File: src/rtl/uart_tx_fifo_ctrl.sv
// Byte FIFO feeding a UART transmitter through a start/busy handshake.
// Pops one byte per frame, waits for busy rise (with timeout) and fall, then idles 2 cycles.
module uart_tx_fifo_ctrl #(
  parameter int FIFO_DEPTH = 16,
  parameter int ADDR_W     = 4,
  parameter int BUSY_TMO   = 4
) (
  input  logic              sys_clk,
  input  logic              sys_rst_n,
  input  logic              wr_en,
  input  logic [7:0]        wr_data,
  output logic              full,
  output logic              empty,
  output logic [ADDR_W:0]   fifo_cnt,
  output logic              overflow,
  output logic              tx_en,
  output logic [7:0]        uart_din,
  input  logic              uart_tx_busy,
  output logic              tx_done,
  output logic              tx_err
);

  // state     | meaning
  // IDLE      | wait for a queued byte, pop it into uart_din
  // START     | tx_en high for one cycle, timeout counter cleared
  // WAIT_BUSY | wait for transmitter busy rise, give up after BUSY_TMO cycles
  // WAIT_DONE | wait for busy fall, then pulse tx_done
  // GAP       | two cycles of tx_en low before the next start
  typedef enum logic [2:0] {IDLE, START, WAIT_BUSY, WAIT_DONE, GAP} state_t;

  localparam int TMO_W = $clog2(BUSY_TMO + 1);
  localparam logic [TMO_W-1:0] TMO_LAST  = TMO_W'(BUSY_TMO - 1);
  localparam logic [ADDR_W:0]  DEPTH_CNT = (ADDR_W + 1)'(FIFO_DEPTH);

  state_t            state, state_nxt;
  logic [7:0]        mem [FIFO_DEPTH];
  logic [ADDR_W-1:0] wr_ptr, rd_ptr;
  logic [ADDR_W:0]   cnt;
  logic [TMO_W-1:0]  tmo_cnt;
  logic              gap_cnt;
  logic              push, pop, tmo_clr, tmo_inc, tx_done_nxt, tx_err_nxt;

  assign full     = (cnt == DEPTH_CNT);
  assign empty    = (cnt == '0);
  assign fifo_cnt = cnt;
  // full is the pre-pop value, so a push at full is dropped even if a pop happens
  assign push     = wr_en && !full;

  always_ff @(posedge sys_clk) begin
    if (!sys_rst_n) state <= IDLE;
    else            state <= state_nxt;
  end

  always_comb begin
    state_nxt   = state;
    pop         = 1'b0;
    tmo_clr     = 1'b0;
    tmo_inc     = 1'b0;
    tx_done_nxt = 1'b0;
    tx_err_nxt  = 1'b0;
    case (state)
      IDLE: begin
        if (!empty) begin
          pop       = 1'b1;
          state_nxt = START;
        end
      end
      START: begin
        tmo_clr   = 1'b1;
        state_nxt = WAIT_BUSY;
      end
      WAIT_BUSY: begin
        if (uart_tx_busy) begin
          state_nxt = WAIT_DONE;
        end else if (tmo_cnt == TMO_LAST) begin
          tx_err_nxt = 1'b1;
          state_nxt  = GAP;
        end else begin
          tmo_inc = 1'b1;
        end
      end
      WAIT_DONE: begin
        if (!uart_tx_busy) begin
          tx_done_nxt = 1'b1;
          state_nxt   = GAP;
        end
      end
      GAP: begin
        if (gap_cnt) state_nxt = IDLE;
      end
      default: state_nxt = IDLE;
    endcase
  end

  // storage is not reset; only pointers and count define validity
  always_ff @(posedge sys_clk) begin
    if (push) mem[wr_ptr] <= wr_data;
  end

  always_ff @(posedge sys_clk) begin
    if (!sys_rst_n) begin
      wr_ptr   <= '0;
      rd_ptr   <= '0;
      cnt      <= '0;
      overflow <= 1'b0;
      tx_en    <= 1'b0;
      uart_din <= 8'h00;
      tx_done  <= 1'b0;
      tx_err   <= 1'b0;
      tmo_cnt  <= '0;
      gap_cnt  <= 1'b0;
    end else begin
      if (push) wr_ptr <= wr_ptr + ADDR_W'(1);
      if (pop) begin
        rd_ptr   <= rd_ptr + ADDR_W'(1);
        uart_din <= mem[rd_ptr];
      end
      case ({push, pop})
        2'b10:   cnt <= cnt + (ADDR_W + 1)'(1);
        2'b01:   cnt <= cnt - (ADDR_W + 1)'(1);
        default: cnt <= cnt;
      endcase
      overflow <= wr_en && full;
      tx_en    <= (state_nxt == START);
      tx_done  <= tx_done_nxt;
      tx_err   <= tx_err_nxt;
      if (tmo_clr)      tmo_cnt <= '0;
      else if (tmo_inc) tmo_cnt <= tmo_cnt + TMO_W'(1);
      gap_cnt  <= (state == GAP) && !gap_cnt;
    end
  end

endmodule
File: config.mk
export PLATFORM = sky130hd
export DESIGN_NAME = uart_tx_fifo_ctrl
export DESIGN_NICKNAME = d
export VERILOG_FILES = /design/src/rtl/uart_tx_fifo_ctrl.sv
export SDC_FILE = /design/constraint.sdc
export NUM_CORES = 1
export LEC_CHECK = 0
export CAP_MARGIN = 25
export CORE_ASPECT_RATIO = 0.7
export CORE_MARGIN = 2
export CORE_UTILIZATION = 35
export DETAILED_ROUTE_END_ITERATION = 8
export HOLD_SLACK_MARGIN = 0.08
export SYNTH_ARGS = -nofsm -noshare
export SYNTH_HDL_FRONTEND = slang
export SYNTH_SLANG_ARGS = --single-unit
File: constraint.sdc
create_clock -name sys_clk -period 7.2 [get_ports sys_clk]
set_clock_uncertainty 0.1 [all_clocks]
set_input_delay 0.72 -clock sys_clk [delete_from_list [all_inputs] [get_ports sys_clk]]
set_output_delay 0.72 -clock sys_clk [all_outputs]
set_load 0.02 [all_outputs]
======== Yosys cells after proc, flatten, opt, wreduce, memory -nomap -nowiden ========
Memories as Yosys holds them, arrays and structs flattened. A register that Yosys moved wholly into a read port is not among the register bits.
Index checks and enable logic that the tools add are counted.
operators by class
  add/subtract/negate cells ............... 5
  eq/ne operators ......................... 9
  multiplexer cells ....................... 17
  bitwise gates (word level) .............. 2
  reductions and logical operators ........ 12
operator list
  kind                                                                 number
  3-bit two-way mux                                                    5
  3-bit case mux with 5 select lines                                   1
  1-bit two-way mux                                                    10
  5-bit case mux with 2 select lines                                   1
  3-bit by 2-bit == test with 1-bit output (second input constant)     3
  4-bit by 1-bit adder with 4-bit output (second input constant)       2
  3-bit by 1-bit == test with 1-bit output (second input constant)     2
  5-bit by 1-bit adder with 5-bit output (second input constant)       1
  5-bit == test (second input constant)                                1
  5-bit logical NOT                                                    1
  5-bit by 1-bit subtractor with 5-bit output (second input constant)  1
  3-bit by 1-bit adder with 3-bit output (second input constant)       1
  3-bit == test (second input constant)                                1
  1-bit logical AND                                                    3
  1-bit logical NOT                                                    3
  3-bit logical NOT                                                    1
  3-bit OR reduction                                                   1
  2-bit by 1-bit == test with 1-bit output (second input constant)     1
  2-bit == test (second input constant)                                1
  1-bit NOT                                                            2
  2-bit AND reduction                                                  1
  2-bit nonzero test                                                   1
  2-bit OR reduction                                                   1
storage, ports and cells
  flip-flop bits (word level) ............. 24
  memory bits (writable) .................. 128
  output and inout bits ................... 19
  memories kept ........................... 1
memories
  memory  depth  bits a word  rd ports  clocked after memory_dff  write ports  RTL line  source
  mem     16     8            1         1                         1            36        logic [7:0] mem [FIFO_DEPTH];

======== Depth between registers and ports, before layout ========
  depth in word-level cells ............... 5
  depth in mapped cells ................... 13
  depth with buffers taken out ............ 10

======== Worst setup path before layout ========
OpenSTA, ideal clock, no wires.
  path kind ............................... flip-flop to flip-flop
  start point ............................. reg cnt[1], in the netlist fifo_cnt[1]
  end point ............................... reg cnt[2], in the netlist fifo_cnt[2]
  setup time .............................. 70 ps
  data arrival time ....................... 2832 ps
  slack ................................... 4198 ps
  cell stages (with the launch flop) ...... 14
  buffers on the path ..................... 3
  cells stage by stage .................... dfxtp_1 -> buf_6 -> or4_4 -> o21ai_4 -> inv_2 -> buf_6 -> ha_1 -> clkbuf_1 -> xor2_1 -> ha_1 -> a21oi_1 -> xnor2_1 -> or3_1 -> a21oi_1
between the ends
  word-level cells in the longest chain between the ends .. 5
  elaborated cells on any way between the ends .. 12
  classes of those cells .................. add/sub: 2; eq/ne: 3; mux: 3; reduce/logical: 4
RTL lines
  item                                                                       RTL line  source
  start: declaration                                                         38        logic [ADDR_W:0] cnt;
  start signal: assignment                                                   119       2'b10: cnt <= cnt + (ADDR_W + 1)'(1);
  start signal: assignment                                                   120       2'b01: cnt <= cnt - (ADDR_W + 1)'(1);
  start signal: assignment                                                   121       default: cnt <= cnt;
  5-bit logical NOT *                                                        44        assign empty = (cnt == '0);
  1-bit two-way mux *                                                        63        if (!empty) begin
  1-bit two-way mux *                                                        61        case (state)
  net pop                                                                    41        logic push, pop, tmo_clr, tmo_inc, tx_done_nxt, tx_err_nxt;
  2-bit by 1-bit == test with 1-bit output or 2-bit == test (tied branches)  118       case ({push, pop})
  5-bit case mux with 2 select lines or 2-bit nonzero test (tied branches)   --
Mark *: on every way through the listed nets, which the timed path passes. The rest lies on a longest branch.
A chain may end at the register's enable or synchronous reset.

======== Worst setup path in the final report ========
  start point ............................. reg cnt[0], in the netlist fifo_cnt[0]
  end point ............................... reg cnt[2], in the netlist fifo_cnt[2]
between the ends
  word-level cells in the longest chain between the ends .. 5
  elaborated cells on any way between the ends .. 12
  classes of those cells .................. add/sub: 2; eq/ne: 3; mux: 3; reduce/logical: 4
RTL lines
  item                                                                       RTL line
  5-bit logical NOT or 5-bit == test (tied branches)                         44, 43
  1-bit two-way mux or 1-bit logical NOT (tied branches)                     63, 47
  1-bit two-way mux or 1-bit logical AND (tied branches)                     61, 47
  2-bit by 1-bit == test with 1-bit output or 2-bit == test (tied branches)  118
  5-bit case mux with 2 select lines or 2-bit nonzero test (tied branches)   --
Parallel ways exist; a longest one is shown, timed or not.

==> results.ini <==
[synthesis]
synth_edf_count=128
synth_area_um2=6470
synth_nets=469
yosys_most_used_dff=edfxtp_1
yosys_warnings=0
avgSynthCellArea_um2=14.5
syn_inst=447
ys_async_sr_fraction_pct=0
ys_ff_latch=160
synth_cell_type_count=46
seq_area_frac_synth_pct=69.3

[route]
vias_per_cell=5.21
wl_met2_um=6010
drc=0
wl_met3_um=813
dr.max_layer_used=met4
drt-wirelength-per-cell_um=19.1
ant_nets=0
vias=3775
wirelength_met1_um=7000
drt_first_pass_iters=6
wirelength_um=13900
drt_iter0_drc=438

[critical_path]
cp-start-kind=flip-flop
crit_slowest_cell=or4_4
crit_path_max_incr_delay_ns=0.61
worstSetupStartpoint=fifo_cnt[0]
cp.arrival_ns=3.60
r2r-start=fifo_cnt[0]
cp_num_buf_inv=1
path_cells=or4_4 > o21ai_4 > inv_2 > ha_1 > xor2_1 > ha_1 > a21oi_1 > xnor2_1 > or3_1 > a21oi_1
crit_type=reg -> reg
path_delay_family=simple AND/OR/NAND/NOR gates
end_kind=flip-flop
cp_data_required_time_ns=7.44
cp_max_fo=14

[die]
dieArea_um2=19600
rows=41
start_util_pct=35.9
die_w_um=167
fp.dieH_um=118
pin_count=31
core_um2=18100

[pwr]
p_per_area_nw_per_um2=335
power_uw=2540
peakVddDrop_mv=0.169
p_leak_uw=0.00237

[sta]
tns_ns=0
period_minus_slack_ns=3.35
worst_slack_ns=3.85
max_freq_mhz=298
relSlewSlack_pct=44.6
tightest_slew_ns=0.828
rsz0062_at_grt=no
hold_viol=0
finalCritPeriodShare_pct=46.6
finalMaxSlewViolations=0
finalSetupViolCount=0

[layout]
fillers=1669
drive_above_1_share_pct=10.2
fin_area_um2=7580
layout.cells.non_filler=724
layout.area.seq_um2=4490
antenna_cells=0
nNetsFinal=498
multi_input_area_um2=1810
area_delta_synth_final_pct=17.1

[global_route]
grt_max_degree=66
overflow=0
grt_pass1_wl_um=21200
antenna_found_initial=0
grt_usage_pct=14.4
grt_pass1_vias=3647

[clocking]
cts_resized=0
max-clock-path-buffers=2
cts_setup_buffers=0
clkTransAtPathRegs_ns=0.06
cts.sinks=160
clock_latency_ns=0.42
root_buffer=clkbuf_16
cts_tree=done
htree_levels=4
cts_inserted_buffers=17
hold_buffers=0

[worst_hold_path]
hold_start=tmo_cnt[2]
min_path_type=reg -> reg

[job]
drv_cap=0

[placed_design]
dp_cells=691
routabilityCongestion=0.783
place_area_um2=6970
hpwl_um=8930
io_buffers=30
pre_cts_ws_ns=3.63

[run_status]
status=completed

## worst min-delay path, stage by stage (launching register included)
cell and delay, ns:
dfxtp_1 0.31, nor2_1 0.09, a211oi_1 0.05
## synth_stat cells (3+ instances only)
master	count	area [µm²]
o22ai_1	31	194
clkbuf_1	12	45.0
or3_1	3	18.8
nor2_1	36	135
edfxtp_1	128	3840
mux2i_1	65	651
nand3b_1	5	37.5
buf_6	3	33.8
a31oi_1	4	25.0
o21ai_1	7	35.0
a21oi_1	13	65.1
ha_1	10	125
xnor2_1	4	35.0
buf_2	10	50.1
or3b_2	3	26.3
nor3_1	13	65.1
a211oi_1	3	22.5
xor2_1	5	43.8
dfxtp_1	32	641
nand2b_1	4	25.0
inv_1	13	48.8
nand2_1	12	45.0
nor4_1	4	25.0
## final cells by class
type / count / area share (%)
clock buffers: 17 / 5.61
clock inverters: 14 / 2.00
inverters: 14 / 0.693
multi-input cells: 247 / 23.8
flip-flops and latches: 160 / 59.2
well taps: 236 / 3.90
repair buffers: 36 / 4.79
## worst paths after layout
path | depth (start not counted) | slack, ns | endpoint
max | 10 | 3.85 | fifo_cnt[2]
min | 2 | 0.41 | tmo_cnt[2]
max reg2reg | 10 | 3.85 | fifo_cnt[2]
min reg2reg | 2 | 0.41 | tmo_cnt[2]
## sequential cells by signal, summed over array words and instances (netlist names)
register and count:
mem 128, uart_din 8, fifo_cnt 5, rd_ptr 4, wr_ptr 4, state 3
tmo_cnt 3, gap_cnt 1, overflow 1, tx_done 1, tx_en 1, tx_err 1
## layout by cell type, fill, tap and decap left out, drive strengths merged, types with 5 or more instances in the layout
cell             n
a21oi           13
nor2            36
nor3            13
dfxtp           32
o21ai           11
o22ai           31
xor2             5
nor4             5
clkdlybuf4s50   30
nand2           12
ha              10
buf              5
mux2i           65
inv             21
edfxtp         128
clkbuf          18
nand3b           5
## layer usage
layer,vias to the layer above,track usage (%)
li1,1750,-
met1,1892,21.5
met2,126,20.8
met3,7,3.63
met4,0,3.56
met5,-,0
## metrics by stage
step / util (%) / hold slack [ns]
after floorplan: - / 0.365
after global placement: 38.5 / 0.382
after detailed placement: 38.6 / 0.397
after CTS: 41.8 / 0.415
after global routing: 42.0 / 0.441
final: 42.0 / 0.407
## report_power, final
part	total, µW	switching (µW)	internal, µW
sequential	1120	65.9	1060
clock	863	403	460
combinational	548	328	220
## cells by family (layout without fill, tap and decap cells)
family / count (synthesis) / in the layout / synth area share [%]
fa+ha+maj: 10 / 10 / 1.93
buf+inv: 40 / 81 / 2.86
xor+xnor: 9 / 9 / 1.22
flops: 160 / 160 / 69.3
simple gates: 90 / 90 / 7.01
compound gates: 71 / 71 / 6.98
mux: 67 / 67 / 10.7
(Power assumes the default switching activity.)
